`src/rtl/add_share_arb.sv`:
```
// add_share_arb: round-robin arbiter that shares one registered W-bit adder among N requesters
// and returns id-tagged sums through a credit-protected result FIFO. Option: ADD_SHARE_ARB_PRIO0_EN.
module add_share_arb #(
  parameter int W     = 8,
  parameter int N     = 4,
  parameter int LAT   = 2,
  parameter int DEPTH = 4
) (
  input  logic                 clk,
  input  logic                 rst_n,
  input  logic [N-1:0]         req,
  input  logic [N*W-1:0]       req_a,
  input  logic [N*W-1:0]       req_b,
  output logic [N-1:0]         gnt,
  output logic                 add_start,
  output logic [W-1:0]         add_a,
  output logic [W-1:0]         add_b,
  input  logic [W-1:0]         add_y,
  output logic                 rsp_valid,
  output logic [$clog2(N)-1:0] rsp_id,
  output logic [W-1:0]         rsp_y,
  input  logic                 rsp_ready,
  output logic                 busy
);
  localparam int IW = $clog2(N);
  // Tag lives from the accept edge until the edge that captures add_y (LAT+2 edges later).
  localparam int NS = LAT + 2;
  localparam int CW = $clog2(DEPTH + NS + 1);
  localparam int PW = (DEPTH > 1) ? $clog2(DEPTH) : 1;
`ifdef ADD_SHARE_ARB_PRIO0_EN
  localparam bit PRIO0 = 1'b1;
`else
  localparam bit PRIO0 = 1'b0;
`endif

  logic [IW-1:0] ptr;
  logic [IW-1:0] sel;
  logic [IW-1:0] cand;
  logic          hit;
  logic          issue_ok;
  logic [NS-1:0] tag_v;
  logic [IW-1:0] tag_id [NS];
  logic [CW-1:0] inflight;
  logic [CW-1:0] fifo_count;
  logic [PW-1:0] wr_ptr;
  logic [PW-1:0] rd_ptr;
  logic [IW-1:0] fifo_id [DEPTH];
  logic [W-1:0]  fifo_y [DEPTH];
  logic          push;
  logic          pop;

  always_comb begin
    inflight = '0;
    for (int s = 0; s < NS; s++) inflight = inflight + CW'(tag_v[s]);
  end

  // Every in-flight tag already owns a FIFO slot, so the FIFO can never overflow.
  assign issue_ok = rst_n && ((fifo_count + inflight) < CW'(DEPTH));

  always_comb begin
    hit  = 1'b0;
    sel  = '0;
    cand = '0;
    gnt  = '0;
    if (issue_ok) begin
      if (PRIO0 && req[0]) hit = 1'b1;
      for (int k = 0; k < N; k++) begin
        cand = IW'((int'(ptr) + k) % N);
        if (!hit && req[cand] && !(PRIO0 && cand == '0)) begin
          hit = 1'b1;
          sel = cand;
        end
      end
      if (hit) gnt[sel] = 1'b1;
    end
  end

  always_ff @(posedge clk or negedge rst_n) begin
    if (!rst_n) begin
      ptr <= '0;
    end else if (hit && !(PRIO0 && sel == '0)) begin
      ptr <= (int'(sel) == N - 1) ? '0 : sel + IW'(1);
    end
  end

  always_ff @(posedge clk or negedge rst_n) begin
    if (!rst_n) begin
      add_start <= 1'b0;
      add_a     <= '0;
      add_b     <= '0;
    end else begin
      add_start <= hit;
      if (hit) begin
        add_a <= req_a[sel*W +: W];
        add_b <= req_b[sel*W +: W];
      end
    end
  end

  always_ff @(posedge clk or negedge rst_n) begin
    if (!rst_n) begin
      tag_v <= '0;
      for (int s = 0; s < NS; s++) tag_id[s] <= '0;
    end else begin
      tag_v     <= {tag_v[NS-2:0], hit};
      tag_id[0] <= sel;
      for (int s = 1; s < NS; s++) tag_id[s] <= tag_id[s-1];
    end
  end

  assign push = tag_v[NS-1];
  assign pop  = rsp_valid && rsp_ready;

  always_ff @(posedge clk or negedge rst_n) begin
    if (!rst_n) begin
      wr_ptr     <= '0;
      rd_ptr     <= '0;
      fifo_count <= '0;
    end else begin
      if (push) wr_ptr <= (wr_ptr == PW'(DEPTH - 1)) ? '0 : wr_ptr + PW'(1);
      if (pop)  rd_ptr <= (rd_ptr == PW'(DEPTH - 1)) ? '0 : rd_ptr + PW'(1);
      if (push && !pop)      fifo_count <= fifo_count + CW'(1);
      else if (pop && !push) fifo_count <= fifo_count - CW'(1);
    end
  end

  always_ff @(posedge clk) begin
    if (push) begin
      fifo_id[wr_ptr] <= tag_id[NS-1];
      fifo_y[wr_ptr]  <= add_y;
    end
  end

  assign rsp_valid = (fifo_count != '0);
  assign rsp_id    = rsp_valid ? fifo_id[rd_ptr] : '0;
  assign rsp_y     = rsp_valid ? fifo_y[rd_ptr] : '0;
  assign busy      = (|tag_v) || rsp_valid;

endmodule

```
`config.mk`:
```
export PLATFORM = sky130hd
export DESIGN_NAME = add_share_arb
export DESIGN_NICKNAME = d
export VERILOG_FILES = /design/src/rtl/add_share_arb.sv
export SDC_FILE = /design/constraint.sdc
export NUM_CORES = 1
export LEC_CHECK = 0
export BUFFER_PORTS_ARGS = -buffer_cell sky130_fd_sc_hd__buf_2
export CAP_MARGIN = 5
export CORE_MARGIN = 3
export CORE_UTILIZATION = 41
export CTS_CLUSTER_SIZE = 8
export DETAILED_ROUTE_END_ITERATION = 8
export GPL_TIMING_DRIVEN = 1
export PLACE_DENSITY = 0.66
export SLEW_MARGIN = 30
export SYNTH_ARGS = -nofsm -noshare
export SYNTH_HDL_FRONTEND = slang
export SYNTH_SLANG_ARGS = --single-unit
```
`constraint.sdc`:
```
create_clock -name clk -period 3.4 [get_ports clk]
set_input_delay 0.85 -clock clk [delete_from_list [all_inputs] [get_ports clk]]
set_output_delay 0.85 -clock clk [all_outputs]
set_load 0.005 [all_outputs]
```
=== Yosys cells after proc, flatten, opt, wreduce, memory -nomap -nowiden ===
Memory sizes are Yosys's and may differ from the RTL's.
Index checks and enable logic that the tools add are counted.

* Add/sub/neg operators: 12
* $mul: 0
* Divide/modulo/power cells: 0
* Order comparisons: 7
* Eq/ne operators: 3
* Shift-type cells: 2
* Mux-type cells: 36
* Bitwise operators: 0
* Reduce and logical (&&, ||, !) cells: 17

{| class="wikitable"
|+ Operators by type and width
! cell !! count
|-
| $shiftx A32 B6 Y8 || 2
|-
| $mux W2 || 10
|-
| $mux W1 || 16
|-
| $mux W4 || 4
|-
| $lt A2 B3 Y1 const B || 5
|-
| $add A2 B1 Y2 const B || 4
|-
| $bmux W1 S2 || 4
|-
| $logic_and A1 B1 Y1 || 8
|-
| $mux W8 || 1
|-
| $logic_not A1 Y1 || 5
|-
| $add A2 B2 Y2 const B || 2
|-
| $add A3 B1 Y4 || 1
|-
| $add A4 B1 Y4 const B || 1
|-
| $add A4 B4 Y4 || 1
|-
| $eq A2 B2 Y1 const B || 2
|-
| $lt A4 B3 Y1 const B || 1
|-
| $reduce_bool A4 Y1 || 1
|-
| $reduce_or A4 Y1 || 1
|-
| $sub A4 B1 Y4 const B || 1
|-
| $add A2 B1 Y3 || 1
|-
| $add A1 B1 Y2 || 1
|-
| $demux W1 S2 || 1
|-
| $eq A2 B1 Y1 const B || 1
|-
| $ge A2 B1 Y1 const B || 1
|-
| 2 further kinds || 2
|}

* Flip-flop bits (word level): 39
* Bits in latches: 0
* RAM bits: 40
* Bits in read-only memories: 0
* Input bits: 79
* Output and inout port bits: 33
* Logic and storage cells: 91
* Memories: 2

{| class="wikitable"
|+ Memories
! memory !! depth !! bits a word !! read ports !! clocked after Yosys merged registers in !! wr ports !! line !! source
|-
| fifo_y || 4 || 8 || 1 || 0 || 1 || 48 || <nowiki>logic [W-1:0] fifo_y [DEPTH];</nowiki>
|-
| fifo_id || 4 || 2 || 1 || 0 || 1 || 47 || <nowiki>logic [IW-1:0] fifo_id [DEPTH];</nowiki>
|}

=== Depth between registers and ports, before layout ===
Gate-level depths: netlist of the first run.

* Word-level depth: 25
* Gate-level depth with buffers: 10
* Mapped depth without buffers: 10

=== Worst setup path before layout of the first run ===
No wires, ideal clock.

* Path type: register -> output
* Start: reg tag_v[0]
* End: out gnt[3]
* Arrival: 2.314 ns
* Required time: 2.550 ns
* Setup slack: 0.236 ns
* Cell stages (with the launch flop): 9
* Path buffers: 1
* Cell sequence: dfrtp_1 > fa_1 > ha_1 > a21o_1 > a21oi_1 > mux2i_1 > clkbuf_1 > nand2_1 > nor2_1

* Word-level cells in the longest chain between the ends: 7

{| class="wikitable"
|+ RTL lines
! element !! line !! source
|-
| start: declaration || 41 || <nowiki>logic [NS-1:0] tag_v;</nowiki>
|-
| start signal: assignment || 105 || <nowiki>tag_v <= {tag_v[NS-2:0], hit};</nowiki>
|-
| $add A1 B1 Y2 || 54 || <nowiki>for (int s = 0; s < NS; s++) inflight = inflight + CW'(tag_v[s]);</nowiki>
|-
| $add A2 B1 Y3 || 54 ||
|-
| $add A3 B1 Y4 || 54 ||
|-
| $add A4 B4 Y4 || 58 || <nowiki>assign issue_ok = rst_n && ((fifo_count + inflight) < CW'(DEPTH));</nowiki>
|-
| $lt A4 B3 Y1 || 58 ||
|-
| $logic_and A1 B1 Y1 || 58 ||
|-
| $mux W4 || 65 || <nowiki>if (issue_ok) begin</nowiki>
|-
| end: declaration || 14 || <nowiki>output logic [N-1:0] gnt,</nowiki>
|}

No other way between the ends.

=== Final worst setup path of the first run ===
* Start: reg tag_v[0]
* End: out gnt[1]

Same word-level chain as after synthesis.

==> reports/results.ini, run 1 <==
[die]
core_mm2=0.00881
design.die.area_mm2=0.0103
rows=34
start_util_pct=42.5
io_pins=112
die_h_um=102
die_x_um=102

[yosys]
yosys.area.top_type=edfxtp_1
yosysSeqAreaShare_pct=57.5
syn_nets=365
async_reset_ff_share_pct=48.7
synthDistinctLibCells=35
ys_ff_latch=78
yosys.area.top_type_share_pct=32.1
synth_area_leaders=edfxtp_1 (32%), dfrtp_1 (25%), mux4_2 (6.0%)
synth-main-ff-cell=edfxtp_1
yosysWarnings=0
synth_edf_count=40
synth_most_common_cell=edfxtp_1
syn_area_per_cell_um2=13.7
syn_inst=273
ys_top_cells_by_count=edfxtp_1 (40), dfrtp_1 (38), o21ai_0 (19)
syn_area_mm2=0.00374

[sta]
totalNegativeSetupSlack_ns=0
relSlewSlack_pct=50.9
hold_viol=0
skew_ns=0.00949
period_share_pct=98.1
slew_violations=0
worstMarginPinSlew_ns=0.736
rsz0062_at_grt=yes
setup_violations=0
max_freq_mhz=300
timing.final.crit_period_ns=3.34

[pwr]
leakage_nw=2.01
pwr-share-comb_pct=42.0
power_density_mw_per_mm2=827
p_sw_share_pct=34.3
irDropWorstVdd_mv=0.444
seq_power_share_pct=39.1
clockPowerShare_pct=18.9
p_switching_mw=1.33
p_int_mw=2.55
power_mw=3.88

[place]
dp_hpwl_um=6120
gp_congestion=0.812
placed_area_mm2=0.00446
portBuffers=111

[finish]
stdcell_area_mm2=0.00470
post-route-util_pct=53.4
drive_above_1_share_pct=41.1
syn2layout_area_growth_pct=25.6
fin_nets=484
antenna_cells=0
fillers=790

[run]
cap_violations=0

[cts]
clk-insertion-delay-late_ns=0.33
cts_made_buffers=9
cts_tree=built
hold_buffers=0
clk_pin_slew_ns=0.08
h-tree-depth=3
clkSinkCount=78
clock-root-buffer=clkbuf_8
clockBufferDepth=2

[global_routing]
antenna_found_initial=0
grt_pass1_vias=2703
grt_max_degree=33
grt_use_total_pct=16.9
grt.overflow.total=0
grt_first_pass_wirelength_um=13300

[worst_hold_path]
hold_class=register to register

[routing]
vias_per_cell=5.30
antenna_left=0
first_pass_iters=4
wl_per_cell_um=16.4
drt-total-wl_um=8300
vias=2677
drtIter0Drc=84
drc=0

[setup_path]
cp.required_ns=2.55
endpoint_kind=output pin
reg2reg_slack_ns=0.43
critPathLaunchType=register
crit_chain=fa_1 -> ha_1 -> a21o_1 -> a21oi_4 -> mux2i_4 -> and3_1 -> buf_2
crit_arrival_ns=2.49
critPathMaxFanout=6
crit_type=register to output pin
cpPeakStageDelay_ns=0.54
slowest_stage=fa_1

[status]
status=finished clean

## worst max-delay path: cells and delay by family (launching register included)
family | cells | cell delay [ns]
simple gates | 1 | 0.19
buf+inv | 1 | 0.11
compound gates | 2 | 0.34
fa+ha+maj | 2 | 0.76
flops | 1 | 0.41
mux | 1 | 0.33
## cell type report
class / count / area (um2) / share of cell area (%)
sequential: 78 / 2150 / 45.8
clock inverter: 7 / 88.8 / 1.89
multi-input combinational: 170 / 1510 / 32.1
timing repair buffer: 125 / 661 / 14.1
clock buffer: 9 / 124 / 2.64
inverter: 8 / 30.0 / 0.639
tap: 108 / 135 / 2.88
## power by group through the flow
stage	clock (mW)	combinational [mW]	sequential [mW]
2_1_floorplan	0	1.12	1.45
3_3_place_gp	0	1.57	1.53
3_5_place_dp	0	1.61	1.54
4_1_cts	0.755	1.63	1.53
5_1_grt	0.790	1.81	1.57
6_report	0.736	1.63	1.52
## cell families after synthesis
group	after synthesis	share of synthesized area [%]
xor gates and xnor gates	5	1.17
muxes	30	12.7
DFF	78	57.5
AOI/OAI and AO/OA	50	10.2
and+or+nand+nor	72	10.8
buffers and inverters	25	2.88
adders and majority gates	13	4.75
## metal layers
metal / vias to the layer above / GRT usage, % / wire (um)
met2: 100 / 27.9 / 4140
met3: 10 / 4.13 / 588
met1: 1280 / 21.3 / 3460
met5: - / 0 / 0
li1: 1287 / - / -
met4: 0 / 6.95 / 112
## layout by cell type (no fill, tap or decap), types with 11 or more instances in the layout
master	count
and2_1	14
buf_2	111
buf_4	14
dfrtp_1	38
edfxtp_1	40
ha_1	11
nand3_1	17
nand4_1	17
o21ai_0	19
o221a_1	16
## final timing paths
path	start	endpoint	cells after the start
max reg2reg	tag_v[0]	add_b[2]	10
max	tag_v[0]	gnt[1]	7
min reg2reg	tag_id[5]	tag_id[3]	0
max in group asynchronous	rst_n	tag_id[0]	2
min	tag_id[5]	tag_id[3]	0
min in group asynchronous	rst_n	tag_v[0]	2
## metrics by stage
step,setup WS (ns),hold WS (ns),instances
floorplan,0.236,0.331,273
CTS,0.00195,0.355,505
detailed placement,0.193,0.337,487
global placement,0.261,0.331,487
finish,0.0643,0.352,505
global route,-0.0794,0.361,505
## flip-flops by register name, summed over array words and instances (netlist names), 4 cells and up
name and cells:
add_a 8, add_b 8, fifo_count 4, fifo_id 8, fifo_y 32, tag_id 8, tag_v 4
## what timing repair did
item	4_1_cts	5_1_grt
gates cloned	0	0
setup endpoints to repair	4	4
gates resized for setup	2	1
setup buffers	2	0
pin swaps	1	2
(Power assumes the default switching activity.)
==> inputs of run 2 (changes only) <==
--- a/config.mk
+++ b/config.mk
@@ -7,12 +7,13 @@
 export LEC_CHECK = 0
 export BUFFER_PORTS_ARGS = -buffer_cell sky130_fd_sc_hd__buf_2
 export CAP_MARGIN = 5
-export CORE_MARGIN = 3
+export CORE_MARGIN = 4
 export CORE_UTILIZATION = 41
 export CTS_CLUSTER_SIZE = 8
 export DETAILED_ROUTE_END_ITERATION = 8
 export GPL_TIMING_DRIVEN = 1
-export PLACE_DENSITY = 0.66
+export PLACE_DENSITY = 0.71
+export SETUP_SLACK_MARGIN = 0.3
 export SLEW_MARGIN = 30
 export SYNTH_ARGS = -nofsm -noshare
 export SYNTH_HDL_FRONTEND = slang
==> reports/results.ini, run 2 (synthesis gave the netlist of run 1 again) <==
[cts]
cts_tree=built
clockBufferDepth=2  ; unchanged
cts_made_buffers=9  ; unchanged
h-tree-depth=3  ; unchanged
clkSinkCount=78  ; unchanged
clk_pin_slew_ns=0.07  ; about the same
clk-insertion-delay-late_ns=0.33  ; about the same
clock-root-buffer=clkbuf_8

[finish]
max_flop_register=fifo_y
layout_common_cells=buf_2 (111), edfxtp_1 (40), dfrtp_1 (37)
syn2layout_area_growth_pct=24.9
final_common_cell=buf_2
antenna_cells=0  ; unchanged
largest_reg_flops=32  ; unchanged
fin_nets=482  ; -0.41%
drive_above_1_share_pct=40.9  ; -0.19 points
fillers=768  ; -2.8%
post-route-util_pct=53.1  ; -0.28 points

[routing]
first_pass_iters=4  ; unchanged
vias=2726  ; +1.8%
antenna_left=0  ; unchanged
vias_per_cell=5.43  ; +2.4%
wl_per_cell_um=16.7  ; +1.8%
drc=0  ; unchanged
drt-total-wl_um=8400  ; +1.2%
drtIter0Drc=83  ; -1.2%

[setup_path]
cp.required_ns=2.55  ; about the same
critPathLaunchType=register
endpoint_kind=output pin
r2r-start=tag_v[0]
critPathMaxFanout=5  ; -1
crit_arrival_ns=2.48  ; about the same
startpoint=tag_v[0]
crit_type=register to output pin

[sta]
setup_violations=0  ; unchanged
rsz0062_at_grt=yes
max_freq_mhz=300  ; about the same
relSlewSlack_pct=50.5  ; -0.36 points
skew_ns=0.00775  ; -0.00173 ns
hold_viol=0  ; unchanged
slew_violations=0  ; unchanged
period_share_pct=98.1  ; about the same
worstMarginPinSlew_ns=0.742  ; +0.00536 ns
fin_hold_ws_ns=0.351  ; -0.00115 ns
timing.final.crit_period_ns=3.33  ; -0.00128 ns

[worst_hold_path]
hold_class=register to register
worstHoldStart=tag_id[3]

[die]
start_util_pct=42.5  ; unchanged
rows=34  ; unchanged
die_h_um=104  ; +2.0%
die_x_um=104  ; +2.0%
design.die.area_mm2=0.0107  ; +4.0%
core_mm2=0.00881  ; unchanged
io_pins=112  ; unchanged

[pwr]
power_density_mw_per_mm2=820  ; -0.79%
clockPowerShare_pct=18.5  ; -0.4 points
p_switching_mw=1.30  ; -2.2%
irDropWorstVdd_mv=0.387  ; -13%
leakage_nw=1.99  ; -0.93%
pwr-share-comb_pct=41.9  ; about the same
p_int_mw=2.53  ; -0.85%
p_sw_share_pct=33.9  ; -0.31 points
seq_power_share_pct=39.6  ; +0.5 points

[status]
status=finished clean

[place]
gp_congestion=0.822  ; +1.2%
portBuffers=111  ; unchanged
dp_hpwl_um=6320  ; +3.3%

[run]
cap_violations=0  ; unchanged

[global_routing]
grt_pass1_vias=2679  ; -0.89%
grt_use_total_pct=15.9  ; -1.0 points
antenna_found_initial=0  ; unchanged
grt.overflow.total=0  ; unchanged
grt_first_pass_wirelength_um=13400  ; +1.0%
grt_max_degree=38  ; +15%

[run 2: power groups by stage]
stage	Clock (mW)	Sequential, mW	Combinational (mW)
4_1_cts	0.727	1.53	1.62
2_1_floorplan	0	1.45	1.12
5_1_grt	0.772	1.56	1.79
3_5_place_dp	0	1.55	1.58
6_report	0.708	1.52	1.61
3_3_place_gp	0	1.54	1.54
[run 2: critical path, cell delays in order, from the launching register on]
cell     delay [ns]
dfrtp_1        0.42
fa_1           0.54
ha_1           0.22
a21o_1         0.17
a21oi_2        0.19
mux2i_4        0.31
nand2_2        0.08
nor2_1         0.09
buf_2          0.12
[run 2: path summary, 6_finish.rpt]
path / depth (start not counted) / slack (ns) / end
setup / recovery: 8 / 0.07 / gnt[3]
hold / removal: 0 / 0.35 / tag_id[1]
setup reg to reg: 9 / 0.48 / add_a[5]
hold reg to reg: 0 / 0.35 / tag_id[1]
max in group asynchronous: 2 / 2.64 / tag_v[3]
min in group asynchronous: 2 / 0.50 / tag_id[7]
[run 2: stage by stage]
stage	TNS, ns	power (mW)	area [um2]	instances	setup slack, ns
after detailed placement	0	3.13	4440	484	0.212
final	0	3.83	4670	502	0.0655
after CTS	0	3.87	4670	501	0.0529
after floorplan	0	2.57	3740	273	0.321
after global placement	0	3.08	4440	484	0.267
after global routing	-0.213	4.12	4670	502	-0.0672
[run 2: repair_timing]
action,in CTS,in global routing
endpoints found under the setup margin,5,5
buffers inserted,2,1
pin swaps,3,3
hold buffers,0,0
resized for setup,3,0
[run 2: layout make-up]
cell class,instances,area [um2],share of cell area [%]
multi-input combinational,170,1510,32.2
inverter,8,30.0,0.643
sequential,78,2150,46.1
tap,108,135,2.89
clock buffer,10,128,2.73
clock inverter,5,75.1,1.61
timing repair buffer,123,646,13.8
[run 2: metal layers]
metal	up-vias	track usage [%]	share of wire, %
li1	1279	-	-
met2	115	24.8	47
met4	0	5.98	1.9
met5	-	0	0
met3	15	4.91	7.4
met1	1317	20.9	43
==> inputs of run 3 (changes only) <==
--- a/config.mk
+++ b/config.mk
@@ -5,6 +5,7 @@
 export SDC_FILE = /design/constraint.sdc
 export NUM_CORES = 1
 export LEC_CHECK = 0
+export ABC_AREA = 1
 export BUFFER_PORTS_ARGS = -buffer_cell sky130_fd_sc_hd__buf_2
 export CAP_MARGIN = 5
 export CORE_MARGIN = 4
@@ -12,7 +13,7 @@
 export CTS_CLUSTER_SIZE = 8
 export DETAILED_ROUTE_END_ITERATION = 8
 export GPL_TIMING_DRIVEN = 1
-export PLACE_DENSITY = 0.71
+export PLACE_DENSITY = 0.7
 export SETUP_SLACK_MARGIN = 0.3
 export SLEW_MARGIN = 30
 export SYNTH_ARGS = -nofsm -noshare
==> reports/results.ini, run 3 <==
[status]
status=finished clean

[yosys]
yosys.area.top_type_share_pct=28.3  ; -3.8 points
ys_ff_latch=78  ; unchanged
syn_nets=612  ; +68%
async_reset_ff_share_pct=48.7  ; unchanged
syn_inst=520  ; +90%
yosys.area.top_type=edfxtp_1
ys_top_cells_by_count=nand2_1 (198), inv_1 (55), nor2_1 (51)
syn_area_mm2=0.00424  ; +13%
synth_most_common_cell=nand2_1
yosysSeqAreaShare_pct=50.7  ; -6.8 points
synth_area_leaders=edfxtp_1 (28%), dfrtp_1 (22%), nand2_1 (18%)
synthDistinctLibCells=32  ; -8.6%
synth_edf_count=40  ; unchanged
syn_area_per_cell_um2=8.16  ; -40%
yosysWarnings=0  ; unchanged
synth-main-ff-cell=edfxtp_1

[routing]
drtIter0Drc=159  ; +92%
first_pass_iters=5  ; +1
wl_per_cell_um=12.7  ; -24%
drt-total-wl_um=9830  ; +17%
antenna_left=0  ; unchanged
vias=3581  ; +31%
drc=0  ; unchanged
vias_per_cell=4.61  ; -15%

[place]
place_ws_ns=0.229  ; +0.0172 ns
portBuffers=111  ; unchanged
gp_congestion=0.871  ; +6.0%
dp.cells=751  ; +55%
dp_hpwl_um=6910  ; +9.4%
placed_area_mm2=0.00489  ; +10%

[finish]
drive_above_1_share_pct=27.1  ; -14 points
max_flop_register=fifo_y
syn2layout_area_growth_pct=23.3
largest_reg_flops=32  ; unchanged
fin_cells=776  ; +55%
fin_nets=730  ; +51%
final_common_cell=nand2_1
stdcell_area_mm2=0.00523  ; +12%
antenna_cells=0  ; unchanged
layout_common_cells=nand2_1 (193), buf_2 (110), inv_1 (54)
fillers=936  ; +22%
post-route-util_pct=52.8  ; -0.29 points

[run]
cap_violations=0  ; unchanged

[setup_path]
crit_arrival_ns=2.51  ; +0.03 ns
critical_path_buf_inv_count=2  ; +1
endpoint_kind=output pin
critPathLaunchType=register
worstReg2RegEnd=add_b[5]
cpLargestDelayFamily=adder cells
critPathMaxFanout=3  ; -2
slowest_stage=fa_1
cpPeakStageDelay_ns=0.55  ; about the same
crit_chain=fa_1 -> ha_1 -> nand2_1 -> nand2_1 -> nand2_2 -> nand3_2 -> a21boi_4 -> nand2_4 -> inv_4 -> nand2_4 -> a21oi_2 -> buf_2
reg2reg_slack_ns=0.59  ; +0.11 ns
r2r-start=tag_v[0]
crit_type=register to output pin
cp.required_ns=2.55  ; about the same
rr_worst_depth=18  ; +9

[pwr]
irDropWorstVdd_mv=0.295  ; -24%
power_density_mw_per_mm2=875  ; +6.6%
p_sw_share_pct=44.6  ; +11 points
pwr-share-comb_pct=51.6  ; +9.7 points
p_switching_mw=2.04  ; +57%
clockPowerShare_pct=15.5  ; -3.0 points
leakage_nw=2.72  ; +37%
p_int_mw=2.54  ; +0.13%
seq_power_share_pct=32.9  ; -6.7 points
power_mw=4.57  ; +19%

[sta]
hold_viol=0  ; unchanged
max_freq_mhz=298  ; -0.67%
relSlewSlack_pct=63.2  ; +13 points
worstMarginPinSlew_ns=0.551  ; -0.191 ns
fin_ws_ns=0.0430  ; -0.0226 ns
rsz0062_at_grt=yes
fin_hold_ws_ns=0.348  ; -0.00300 ns
timing.final.crit_period_ns=3.36  ; +0.0226 ns
slew_violations=0  ; unchanged
period_share_pct=98.7  ; +0.66 points
totalNegativeSetupSlack_ns=0  ; unchanged
skew_ns=0.0162  ; +0.00847 ns
setup_violations=0  ; unchanged

[die]
design.die.area_mm2=0.0120  ; +12%
die_x_um=110  ; +6.0%
start_util_pct=42.8  ; +0.33 points
rows=36  ; +5.9%
core_mm2=0.00991  ; +13%
die_h_um=110  ; +6.0%
io_pins=112  ; unchanged

[global_routing]
grt_pass1_vias=3470  ; +30%
antenna_found_initial=0  ; unchanged
grt.busiest_layer=met2
grt_use_met3_pct=4.40  ; -0.51 points
use_met1_pct=19.6  ; -1.3 points
grt_use_total_pct=16.7  ; +0.80 points
grt_max_degree=39  ; +2.6%
met2_usage_pct=28.8  ; +4.0 points
grt.overflow.total=0  ; unchanged
grt_first_pass_wirelength_um=15700  ; +17%

[cts]
clk-insertion-delay-late_ns=0.35  ; +0.02 ns
clkSinkCount=78  ; unchanged
h-tree-depth=3  ; unchanged
cts_made_buffers=9  ; unchanged
clock-root-buffer=clkbuf_8
clk_pin_slew_ns=0.09  ; +0.02 ns
cts_tree=built
clockBufferDepth=2  ; unchanged

[worst_hold_path]
worstHoldStart=tag_id[4]
hold_class=register to register
whs_path_depth=0  ; unchanged
hold_end=tag_id[2]

## run 3: cell types whose count changed in the layout (fill, tap and decap cells not counted), moves of 14 or more
cell,previous run,this run
and2_1,14,0
inv_1,8,54
nand2_1,6,193
nand4_1,17,0
nor2_1,7,49
o21ai_0,19,34
o221a_1,16,0
## run 3: how the worst max path moves through the flow
stage,slack [ns],cells after the start,endpoint,start
after floorplan,0.32,10,gnt[3],tag_v[0]
after global placement,0.28,12,gnt[2],tag_v[0]
after detailed placement,0.23,12,gnt[2],tag_v[0]
after CTS,0.06,13,gnt[0],tag_v[3]
after global routing,-0.07,12,gnt[0],tag_v[0]
final,0.04,12,gnt[0],tag_v[0]
## run 3: cell families (layout without fill, tap and decap cells)
| group | count (synthesis) | in the layout | synth area share (%) |
|---|---|---|---|
| and+or+nand+nor | 288 | 288 | 28.6 |
| buffers and inverters | 80 | 203 | 8.79 |
| DFF | 78 | 78 | 50.7 |
| AOI/OAI and AO/OA | 58 | 58 | 7.05 |
| adders and majority gates | 13 | 13 | 4.19 |
| xor gates and xnor gates | 3 | 3 | 0.619 |
## run 3: power by group through the flow
stage	combinational [mW]	clock [mW]	sequential (mW)
after floorplan	1.63	0	1.46
after global placement	2.12	0	1.51
after detailed placement	2.18	0	1.53
after CTS	2.29	0.729	1.51
after global routing	2.67	0.780	1.54
final	2.36	0.710	1.51
## run 3: final cells by class
cell class	count	area (um2)	share of cell area (%)
Multi-Input combinational cell	362	1780	34.1
Timing Repair Buffer	128	693	13.3
Inverter	59	234	4.47
Tap cell	133	166	3.18
Clock inverter	7	78.8	1.51
Sequential cell	78	2150	41.1
Clock buffer	9	124	2.37
## run 3: what timing repair did
action / CTS / global route
pin swaps: 8 / 4
hold endpoints to repair: 0 / 0
hold buffers: 0 / 0
setup buffers: 7 / 2
setup endpoints to repair: 4 / 4
gates resized for setup: 11 / 7
## run 3: layer usage
| metal | vias up | wire length, um | part of all wire [%] |
|---|---|---|---|
| met2 | 118 | 4720 | 48 |
| met3 | 12 | 769 | 7.8 |
| met5 | - | 0 | 0 |
| met1 | 1582 | 4210 | 43 |
| li1 | 1869 | - | - |
| met4 | 0 | 130 | 1.3 |
